`src/rtl/bit_collector8.sv`:
```
// bit_collector8: serial-to-parallel collector.
// Each accepted bit is steered into position idx (or N-1-idx) of an assembly
// register. The completed word is presented on a registered valid/ready port.
// The completing bit is merged on the fly, so a word is available the cycle
// after its last bit. Back-to-back words stream with no bubble.
module bit_collector8 #(
  parameter int N         = 8,
  parameter bit LSB_FIRST = 1'b1
) (
  input  logic                 clk,
  input  logic                 rst,
  input  logic                 i_bit,
  input  logic                 i_valid,
  output logic                 i_ready,
  input  logic                 i_clear,
  output logic [N-1:0]         o_data,
  output logic                 o_valid,
  input  logic                 o_ready,
  output logic [$clog2(N)-1:0] o_count
);

  localparam int IW = $clog2(N);
  localparam logic [IW-1:0] LAST_IDX = IW'(N - 1);

  logic [IW-1:0] idx;
  logic [N-1:0]  sr;
  logic [N-1:0]  sr_next;
  logic [IW-1:0] pos;
  logic          last;
  logic          accept;
  logic          done;

  assign last    = (idx == LAST_IDX);
  // Stall only when the completing bit would overwrite a word still held.
  assign i_ready = !i_clear && (!last || !o_valid || o_ready);
  assign accept  = i_valid && i_ready;
  assign done    = accept && last;
  assign o_count = idx;

  // Bit position for the current index, then the assembly word with it merged in.
  always_comb begin
    pos          = LSB_FIRST ? idx : (LAST_IDX - idx);
    sr_next      = sr;
    sr_next[pos] = i_bit;
  end

  // Index/assembly register and the output word register.
  always_ff @(posedge clk) begin
    if (rst) begin
      idx     <= '0;
      sr      <= '0;
      o_data  <= '0;
      o_valid <= 1'b0;
    end else begin
      if (i_clear) begin
        idx <= '0;
      end else if (accept) begin
        sr  <= sr_next;
        idx <= last ? '0 : idx + 1'b1;
      end
      if (done) begin
        o_data  <= sr_next;
        o_valid <= 1'b1;
      end else if (o_valid && o_ready) begin
        o_valid <= 1'b0;
      end
    end
  end

endmodule

```
`config.mk`:
```
export PLATFORM = sky130hd
export DESIGN_NAME = bit_collector8
export DESIGN_NICKNAME = d
export VERILOG_FILES = /design/src/rtl/bit_collector8.sv
export SDC_FILE = /design/constraint.sdc
export NUM_CORES = 1
export LEC_CHECK = 0
export ABC_AREA = 1
export BUFFER_PORTS_ARGS = -buffer_cell sky130_fd_sc_hd__buf_2
export CORE_MARGIN = 2
export CORE_UTILIZATION = 54
export DETAILED_ROUTE_END_ITERATION = 7
export PLACE_DENSITY_LB_ADDON = 0.05
export SLEW_MARGIN = 20
export SYNTH_ARGS = -nofsm -noshare
export SYNTH_HDL_FRONTEND = slang
export SYNTH_SLANG_ARGS = --single-unit
export TNS_END_PERCENT = 100
```
`constraint.sdc`:
```
create_clock -name clk -period 1.5 [get_ports clk]
set_input_delay 0.3 -clock clk [delete_from_list [all_inputs] [get_ports clk]]
set_output_delay 0.3 -clock clk [all_outputs]
set_load 0.01 [all_outputs]
```
* After elaboration in Yosys (flattened, before gate mapping)
Index checks and enable logic that the tools add are counted.
** Operators by class
- Add/sub/neg operators :: 1
- Reduce and logical (&&, ||, !) cells :: 13
- Multiplexer cells :: 6
- Equality and inequality tests :: 1
- Magnitude comparators :: 2
- Bitwise logic cells :: 1
** Operator list (number)
- bitwise mux 8 bit :: 1
- logical AND 1 bit :: 5
- < comparator 3 x 4 -> 1 bit, second input constant :: 1
- adder 3 x 1 -> 3 bit, second input constant :: 1
- demux 1 bit (select 3 bit) :: 1
- equality test 3 bit, second input constant :: 1
- greater-or-equal comparator 3 x 1 -> 1 bit, second input constant :: 1
- zero test 1 bit :: 3
- two-way mux 1 bit :: 3
- two-way mux 3 bit :: 1
- logical OR 1 bit :: 2
- AND reduction 2 bit :: 1
- nonzero test 2 bit :: 1
- OR reduction 2 bit :: 1
- inverter 1 bit :: 1
** Word-level totals
- Flip-flop bits (word level) :: 20
- Input port bits :: 6
- Logic and storage cells :: 28

* Longest topological paths before layout
Gate-level depths: netlist (run 1).
- Word-level depth :: 8
- Gate-level depth with buffers :: 8

* Worst setup path after synthesis (run 1)
No wires, ideal clock.
- Kind :: register -> register
- From :: register idx[0] (netlist: o_count[0])
- To :: register idx[1] (netlist: o_count[1])
- Cell stages (with the launch flop) :: 8
- Setup slack :: 0.118 ns
- Clock period less this slack :: 1.382 ns
- Library setup time :: 0.112 ns
- Path buffers :: 1
- Required time :: 1.388 ns
- Arrival time :: 1.270 ns
- Path through :: dfxtp_1 > ha_1 > ha_1 > nand3_2 > nand3_2 > buf_6 > o21ai_2 > nor2_2
** On the way
- Longest elaborated chain between the ends :: 6
** RTL lines
- from (decl) :: RTL line 25 : logic [IW-1:0] idx;
- from (signal assigned) :: RTL line 59 : idx <= last ? '0 : idx + 1'b1;
- branches (longest 6 deep; another with adder 3 x 1 -> 3 bit)
Several ways; the timed one is not identified.
A chain may end at the register's enable or synchronous reset.

* Worst setup path in the final report (run 1)
- From :: register idx[0] (netlist: o_count[0])
- To :: output i_ready
** On the way
- Longest elaborated chain between the ends :: 5
** RTL lines
- equality test 3 bit :: RTL line 33 : assign last = (idx == LAST_IDX);
- zero test 1 bit :: RTL line 35 : assign i_ready = !i_clear && (!last || !o_valid || o_ready);
- logical OR 1 bit (2 in series) :: RTL line 35
- logical AND 1 bit :: RTL line 35
- to (decl) :: RTL line 14 : output logic i_ready,
No other way between the ends.

==> metrics.txt, run 1 <==
Vias/cell 4.91; unrepaired setup endpoints after global routing yes; DIE WIDTH 49.1 microns; post-route insts no fill 222; Top Ports 19; Initial Util 56.6%; syn_nets 180; final period utilization 102%; clock buffer depth 2; largest net degree at the start of global routing 23; Mapped Cells 172; #FFs+latches synth 20; PwrDens 862 nW/um^2; Die H 49.1 microns; final number of setup-violating endpoints 1; DR DRC count 0; Synth Warn # 0; switching power 279 uW; mean area per synthesized cell 6.39 sq um; switching part of the total power 24.2%; R2R cell count 9; DRT Wirelength 2420 microns; ANT nets after route 0; share of the yosys chip area belonging to registers 36.4%; crit path DAT 1.23 ns; slowest stage delay, CP 0.36 ns; via count 1091; worst-path fanout max 2; status finished with violations; WP data required 1.20 ns; gr usage total 20.8%; WL/cell 10.9 microns; Final Net Count 204; Crit Path Category register to primary output; power share of the sequential group 48.0%; Worst VDD drop 0.786 mV; CTS tree built; area delta synth->final 22.0%; initial antenna violation count 0; clk sinks 20; most used cell, CP ha_4; hold path start i_clear; CP startpoint kind register; P_leak 0.000706 uW; most frequent cells in the layout nand2_1, nor2_1, inv_1, buf_2, dfxtp_1; mapped cell area 1100 sq um; DP HPWL 1640 microns; placed cell count 216; failing checks setup timing; DR pass1 iterations 6; Clk Latency, worst-skew pair 0.31 ns; H-tree levels 1; first-pass GRT wire length 3910 microns; CP cell instances ha_4 > ha_4 > a31oi_1 > buf_2; vias in the first global route 952; commonest non-fill, non-tap cell in the layout nand2_1; Hold Buf Count CTS 0; slowest stage cell, crit path dfxtp_2; Critical Path Sink Type primary output; Slew @ Worst Pin 0.273 ns; number of CTS-inserted buffers 3; layout cells sized above 1 21.5%; Core Footprint 1940 sq um; Hold EP o_count[0]; worst min path class input pin to register; Buffers on Ports 18; worst relative slew slack 81.8%; # Max-Cap Violations 0; Routability Congestion 0.824; fmax 0.652 GHz; global route total overflow 0; Reg clk slew, reported paths 0.12 ns; Antenna diodes 0; RR Endpoint o_count[1]; clk_skew 0.00369 ns; Fin Setup TNS -0.0340 ns; Synth cell types 21; worst setup margin -0.0340 ns; DR iter-0 viols 22; Combinational Power Share 13.1%; Hold Path Depth 4; Clock power frac 38.9%; Period minus WS final 1.53 ns; final core occ 69.0%; root buffer cell clkbuf_4; RR Startpoint o_count[0]; Final Hold Vio Count 0; die area 2410 sq um; P_int 875 uW; r2r setup slk 0.05 ns; final slew viol count 0; Rows 16; Final Power 1150 uW
[synthesized netlist by cell type, drive strengths merged]
cell,n,area share (%)
a21oi,8,3.6
a31oi,1,0.57
buf,5,4.4
clkbuf,1,0.34
clkinv,1,0.46
dfxtp,20,36
ha,2,2.3
inv,25,8.5
nand2,63,22
nand3,14,7.3
nand4,2,2.5
nor2,27,10
nor2b,1,0.57
o21ai,2,1.3
[cell type report]
cell class / count / area (sq um)
clock inverter: 1 / 30.0
fill: 191 / 602
tap: 27 / 33.8
timing repair buffer: 25 / 173
clock buffer: 3 / 22.5
multi-input combinational: 120 / 579
sequential: 20 / 403
inverter: 26 / 98.8
[power groups by stage]
| stage | registers, uW | logic (uW) | clock network, uW |
|---|---|---|---|
| 6_report | 554 | 151 | 450 |
| 5_1_grt | 556 | 170 | 479 |
| 4_1_cts | 554 | 141 | 453 |
| 3_5_place_dp | 564 | 139 | 0 |
| 3_3_place_gp | 564 | 134 | 0 |
| 2_1_floorplan | 565 | 104 | 0 |
[layer usage]
layer | up-vias | wire length (microns) | GRT usage, %
met3 | 7 | 111 | 4.60
met5 | - | 0 | 0
met2 | 27 | 1210 | 35.8
li1 | 569 | - | -
met4 | 0 | 33 | 7.14
met1 | 488 | 1060 | 25.3
[state kept, by name, indices dropped and copies added, names as in the netlist]
register and flops:
o_count 3, o_data 8, o_valid 1, sr 8
[worst max-delay path, delay by kind of cell, from the launching register on]
kind / cells / cell delay [ns]
fa+ha+maj: 2 / 0.31
buf+inv: 1 / 0.15
compound gates: 1 / 0.11
flops: 1 / 0.36
[kinds of logic after synthesis]
family                   count (synthesis)  share of synthesized area [%]
AO/OA/AOI/OAI                           11                           5.47
adder cells (fa/ha/maj)                  2                           2.28
buffers and inverters                   32                           13.8
flip-flops                              20                           36.4
AND/OR/NAND/NOR                        107                           42.0
[worst max-delay path by stage]
stage	startpoint	endpoint	slack, ns	cells past startpoint
6_report	o_count[0]	i_ready	-0.03	4
5_1_grt	o_count[0]	i_ready	-0.09	4
4_1_cts	o_count[1]	i_ready	-0.03	4
3_5_place_dp	o_count[1]	sr[0]	0.09	8
3_3_place_gp	o_count[0]	sr[3]	0.15	7
2_1_floorplan	o_count[0]	o_count[1]	0.12	7
[per-stage QoR]
| step | cell area [sq um] | worst slack [ns] | hold WS (ns) |
|---|---|---|---|
| floorplan | 1100 | 0.118 | 0.479 |
| global placement | 1220 | 0.145 | 0.506 |
| detailed placement | 1220 | 0.0860 | 0.510 |
| CTS | 1310 | -0.0314 | 0.281 |
| global route | 1340 | -0.0940 | 0.292 |
| finish | 1340 | -0.0340 | 0.287 |
[repair_timing]
| action | in CTS | in global routing |
|---|---|---|
| setup endpoints to repair | 1 | 2 |
| resized for setup | 6 | 1 |
| buffers inserted | 1 | 0 |
| cloned | 0 | 1 |
| pin swaps | 1 | 1 |
Note: power is estimated with default switching activity, not from simulation.
==> run 2, diff against run 1 <==
GPL_TIMING_DRIVEN = 0   (was not set)
==> run 2 against run 1 <==
Hold slack improved by 0.018 ns. Final cell count increased by 1.4%. The run still ends with setup timing left. Die area unchanged. Largest cell class unchanged.
==> metrics.txt, run 2 (synthesis gave the netlist of run 1 again) <==
status finished with violations; failing checks setup timing; Hold Buf Count CTS 0; slowest stage cell, crit path dfxtp_2; Routability Congestion 0.829; vias in the first global route 956; # Max-Cap Violations 0; first-pass GRT wire length 3930 microns; Die H 49.1 microns; area delta synth->final 20.8%; Final Hold Vio Count 0; Initial Util 56.6%; root buffer cell clkbuf_4; worst min path class input pin to register; final slew viol count 0; final core occ 68.4%; WL/cell 10.5 microns; Crit path max-delay family flip-flops; clk_skew 0.00476 ns; CTS tree built; unrepaired setup endpoints after global routing yes; PwrDens 766 nW/um^2; CP Depth 4; DR DRC count 0; ANT nets after route 0; clk sinks 20; Worst VDD drop 0.483 mV; P_leak 0.000698 uW; Slew @ Worst Pin 0.416 ns; Bufs and invs on worst path 1; DP HPWL 1660 microns; via count 1098; DR iter-0 viols 22; most frequent cells in the layout nand2_1, nor2_1, inv_1, buf_2, dfxtp_1; clock buffer depth 2; Final Net Count 207; worst relative slew slack 72.3%; R2R cell count 9; Crit Path Category register to primary output; largest net degree at the start of global routing 12; worst setup margin -0.0576 ns; global route total overflow 0; DIE WIDTH 49.1 microns; most used cell, CP ha_4; Period minus WS final 1.56 ns; layout cells sized above 1 22.7%; Final Power 1020 uW; final period utilization 104%; gr usage total 20.9%; Buffers on Ports 18; H-tree levels 1; Reg clk slew, reported paths 0.11 ns; CP startpoint kind register; CP cell instances ha_4 > ha_4 > a31oi_1 > buf_2; die area 2410 sq um; Critical Path Sink Type primary output; Core Footprint 1940 sq um; worst-path fanout max 2; slowest stage delay, CP 0.35 ns; number of CTS-inserted buffers 3; DRT Wirelength 2370 microns; crit path DAT 1.26 ns; Post-Place Setup Slack 0.0127 ns; Hold Path Depth 4; initial antenna violation count 0; commonest non-fill, non-tap cell in the layout nand2_1; WP data required 1.20 ns; final number of setup-violating endpoints 1; Top Ports 19; DR pass1 iterations 4; Vias/cell 4.88; Antenna diodes 0; Rows 16; fmax 0.642 GHz; Clk Latency, worst-skew pair 0.30 ns
## run 2: cell types whose count changed in the layout (fill, tap and decap cells not counted), sizes merged
| cell | delta |
|---|---|
| bufinv | -1 |
| buf | +3 |
| clkbuf | +1 |
## run 2: what timing repair did
action | CTS | global route
hold endpoints to repair | 0 | 0
resized for setup | 6 | 3
endpoints found under the setup margin | 5 | 6
pin swaps | 1 | 0
setup buffers | 3 | 0
cloned | 0 | 1
## run 2: final cells by class
class	instances	area [sq um]
buffer	6	52.6
clock buffer	4	36.3
fill	187	614
inverter	26	101
multi-input combinational	120	583
sequential	20	403
tap	27	33.8
timing repair buffer	22	118
## run 2: routing by layer
metal / GRT usage, % / wire length, microns / part of all wire [%]
met4: 8.57 / 13 / 0.55
met1: 24.7 / 1050 / 44
met2: 37.4 / 1210 / 51
met5: 0 / 0 / 0
met3: 3.07 / 98 / 4.1
## run 2: per-stage QoR
step | cells | hold WS, ns | instance area, sq um | TNS (ns)
after global routing | 225 | 0.307 | 1330 | -0.113
after detailed placement | 217 | 0.512 | 1220 | 0
after global placement | 217 | 0.505 | 1220 | 0
final | 225 | 0.306 | 1330 | -0.0576
after CTS | 224 | 0.291 | 1310 | -0.0212
after floorplan | 172 | 0.479 | 1100 | 0
## run 2: path summary, 6_finish.rpt
| path | start | endpoint | slack [ns] |
|---|---|---|---|
| worst min register to register | o_data[4] | o_data[4] | 0.53 |
| worst max register to register | o_count[0] | sr[5] | 0.07 |
| worst min-delay path | i_clear | o_count[1] | 0.31 |
| worst max-delay path | o_count[0] | i_ready | -0.06 |
## run 2: power breakdown
group / internal (uW) / switching [uW]
logic: 55.9 / 93.6
registers: 548 / 6.24
clock network: 148 / 166
## run 2: worst min-delay path, cell delays in order
cell and delay, ns:
buf_2 0.11, nor2_1 0.08, o21ai_2 0.07, nor2_2 0.03
==> run 3, diff against run 2 <==
CELL_PAD_IN_SITES_DETAIL_PLACEMENT = 2   (was not set)
CELL_PAD_IN_SITES_GLOBAL_PLACEMENT = 2   (was not set)
CORE_ASPECT_RATIO = 1.75   (was not set)
CORE_UTILIZATION = 29   (was 54)
HOLD_SLACK_MARGIN = 0.03   (was not set)
==> run 3 against run 2 <==
The run still ends with setup timing left. Cell area grew 7.4%. Final cell count grew 10%. Fmax grew 0.57%. Hold slack gained 0.062 ns. Critical endpoint unchanged. Register-to-register slack lost 0.06 ns. Core utilization shrank 29 points. Flip-flop and latch count is the same. Routed wire length grew 51%. Count of clock-buffer cells in the layout shrank 1. Combinational power grew 17%.
==> metrics.txt, run 3 (synthesis gave the netlist of run 1 again) <==
Critical Path Sink Type primary output; met3 wire length 53 microns; placed cell areas 1250 sq um; DP HPWL 2650 microns; gr usage total 18.3%; WP data required 1.20 ns; Die H 85.4 microns; clk sinks 20; area delta synth->final 29.8%; DIE WIDTH 50.5 microns; Core Footprint 3630 sq um; layout cells sized above 1 25.7%; number of CTS-inserted buffers 3; final slew viol count 0; Final Power 1090 uW; fmax 0.646 GHz; Final Net Count 212; CTS tree built; Routability Congestion 0.790; Initial Util 30.3%; power share of the sequential group 50.9%; DR DRC count 0; Highest Signal Layer met4; Combinational Power Share 15.9%; Crit Path Category register to primary output; P_leak 0.000739 uW; # Max-Cap Violations 0; Fin Setup TNS -0.0488 ns; Vias/cell 4.71; DRT Wirelength 3570 microns; Metal-1 WL 1310 microns; R2R cell count 8; DR pass1 iterations 4; unrepaired setup endpoints after global routing yes; failing checks setup timing; switching power 298 uW; die area 4320 sq um; Final Hold Vio Count 0; switching part of the total power 27.3%; WL/cell 14.4 microns; Hold Path Depth 4; status finished with violations; final number of setup-violating endpoints 1; worst-path fanout max 5; Clock power frac 33.2%; Rows 29; final non-filler cell area 1430 sq um; H-tree levels 1; WL met2 2190 microns; Antenna diodes 0; CP startpoint kind register; post-route insts no fill 248; first-pass GRT wire length 6000 microns; Clk Latency, worst-skew pair 0.26 ns; fill cell count 466; P_int 793 uW; Reg clk slew, reported paths 0.08 ns; vias in the first global route 1301; worst min path class input pin to register; via count 1167; placed cell count 236; Hold Slack 0.368 ns; PwrDens 764 nW/um^2; DR iter-0 viols 6; Worst VDD drop 0.417 mV; Top Ports 19; clock buffer depth 2; ANT nets after route 0; clk_skew 0.00128 ns; crit path DAT 1.25 ns; Slew @ Worst Pin 0.477 ns; largest net degree at the start of global routing 11; worst relative slew slack 68.2%; Period minus WS final 1.55 ns; final period utilization 103%; most frequent cells in the layout nand2_1, nor2_1, inv_1, buf_2, dfxtp_1; global route total overflow 0; commonest non-fill, non-tap cell in the layout nand2_1; worst setup margin -0.0488 ns; initial antenna violation count 0; root buffer cell clkbuf_8; Hold Buf Count CTS 0; Buffers on Ports 18
run 3: worst paths after layout:
kind,start,endpoint,slack [ns]
worst max-delay path,o_count[0],i_ready,-0.05
worst max register to register,o_count[0],sr[6],0.01
worst min-delay path,i_clear,o_count[1],0.37
worst min register to register,o_data[1],o_data[1],0.53
run 3: power groups by stage:
stage | clock (uW) | combinational [uW] | sequential [uW]
floorplan | 0 | 104 | 565
global placement | 0 | 142 | 565
detailed placement | 0 | 153 | 566
CTS | 381 | 158 | 555
global route | 397 | 201 | 556
finish | 362 | 174 | 554
run 3: repair_timing:
| item | 4_1_cts | 5_1_grt |
|---|---|---|
| buffers inserted | 6 | 2 |
| gates cloned | 0 | 1 |
| pin swaps | 2 | 2 |
| setup endpoints to repair | 20 | 20 |
| gates resized for setup | 6 | 8 |
run 3: area by class of cell:
type	instances	area [sq um]	share of cell area [%]
multi-input combinational	120	588	41.2
sequential	20	404	28.3
timing repair buffer	27	175	12.3
inverter	26	104	7.28
tap	46	57.6	4.04
buffer	6	56.3	3.95
clock buffer	3	41.3	2.89
run 3: metrics by stage:
stage | setup WS (ns) | util (%)
2_1_floorplan | 0.118 | -
3_3_place_gp | -0.0385 | 34.3
3_5_place_dp | -0.0942 | 34.3
4_1_cts | 0.000578 | 37.5
5_1_grt | -0.0803 | 39.3
6_report | -0.0488 | 39.3
run 3: worst max-delay path, stage by stage, from the launching register on:
cell and delay [ns]:
dfxtp_2 0.35, ha_4 0.16, ha_4 0.17, a31oi_1 0.15
buf_2 0.17
run 3: layer usage:
layer  vias to the layer above  GRT usage, %
li1                        581             -
met1                       576          18.3
met2                         8          37.6
met3                         2          1.58
met4                         0          5.90
met5                         -             0
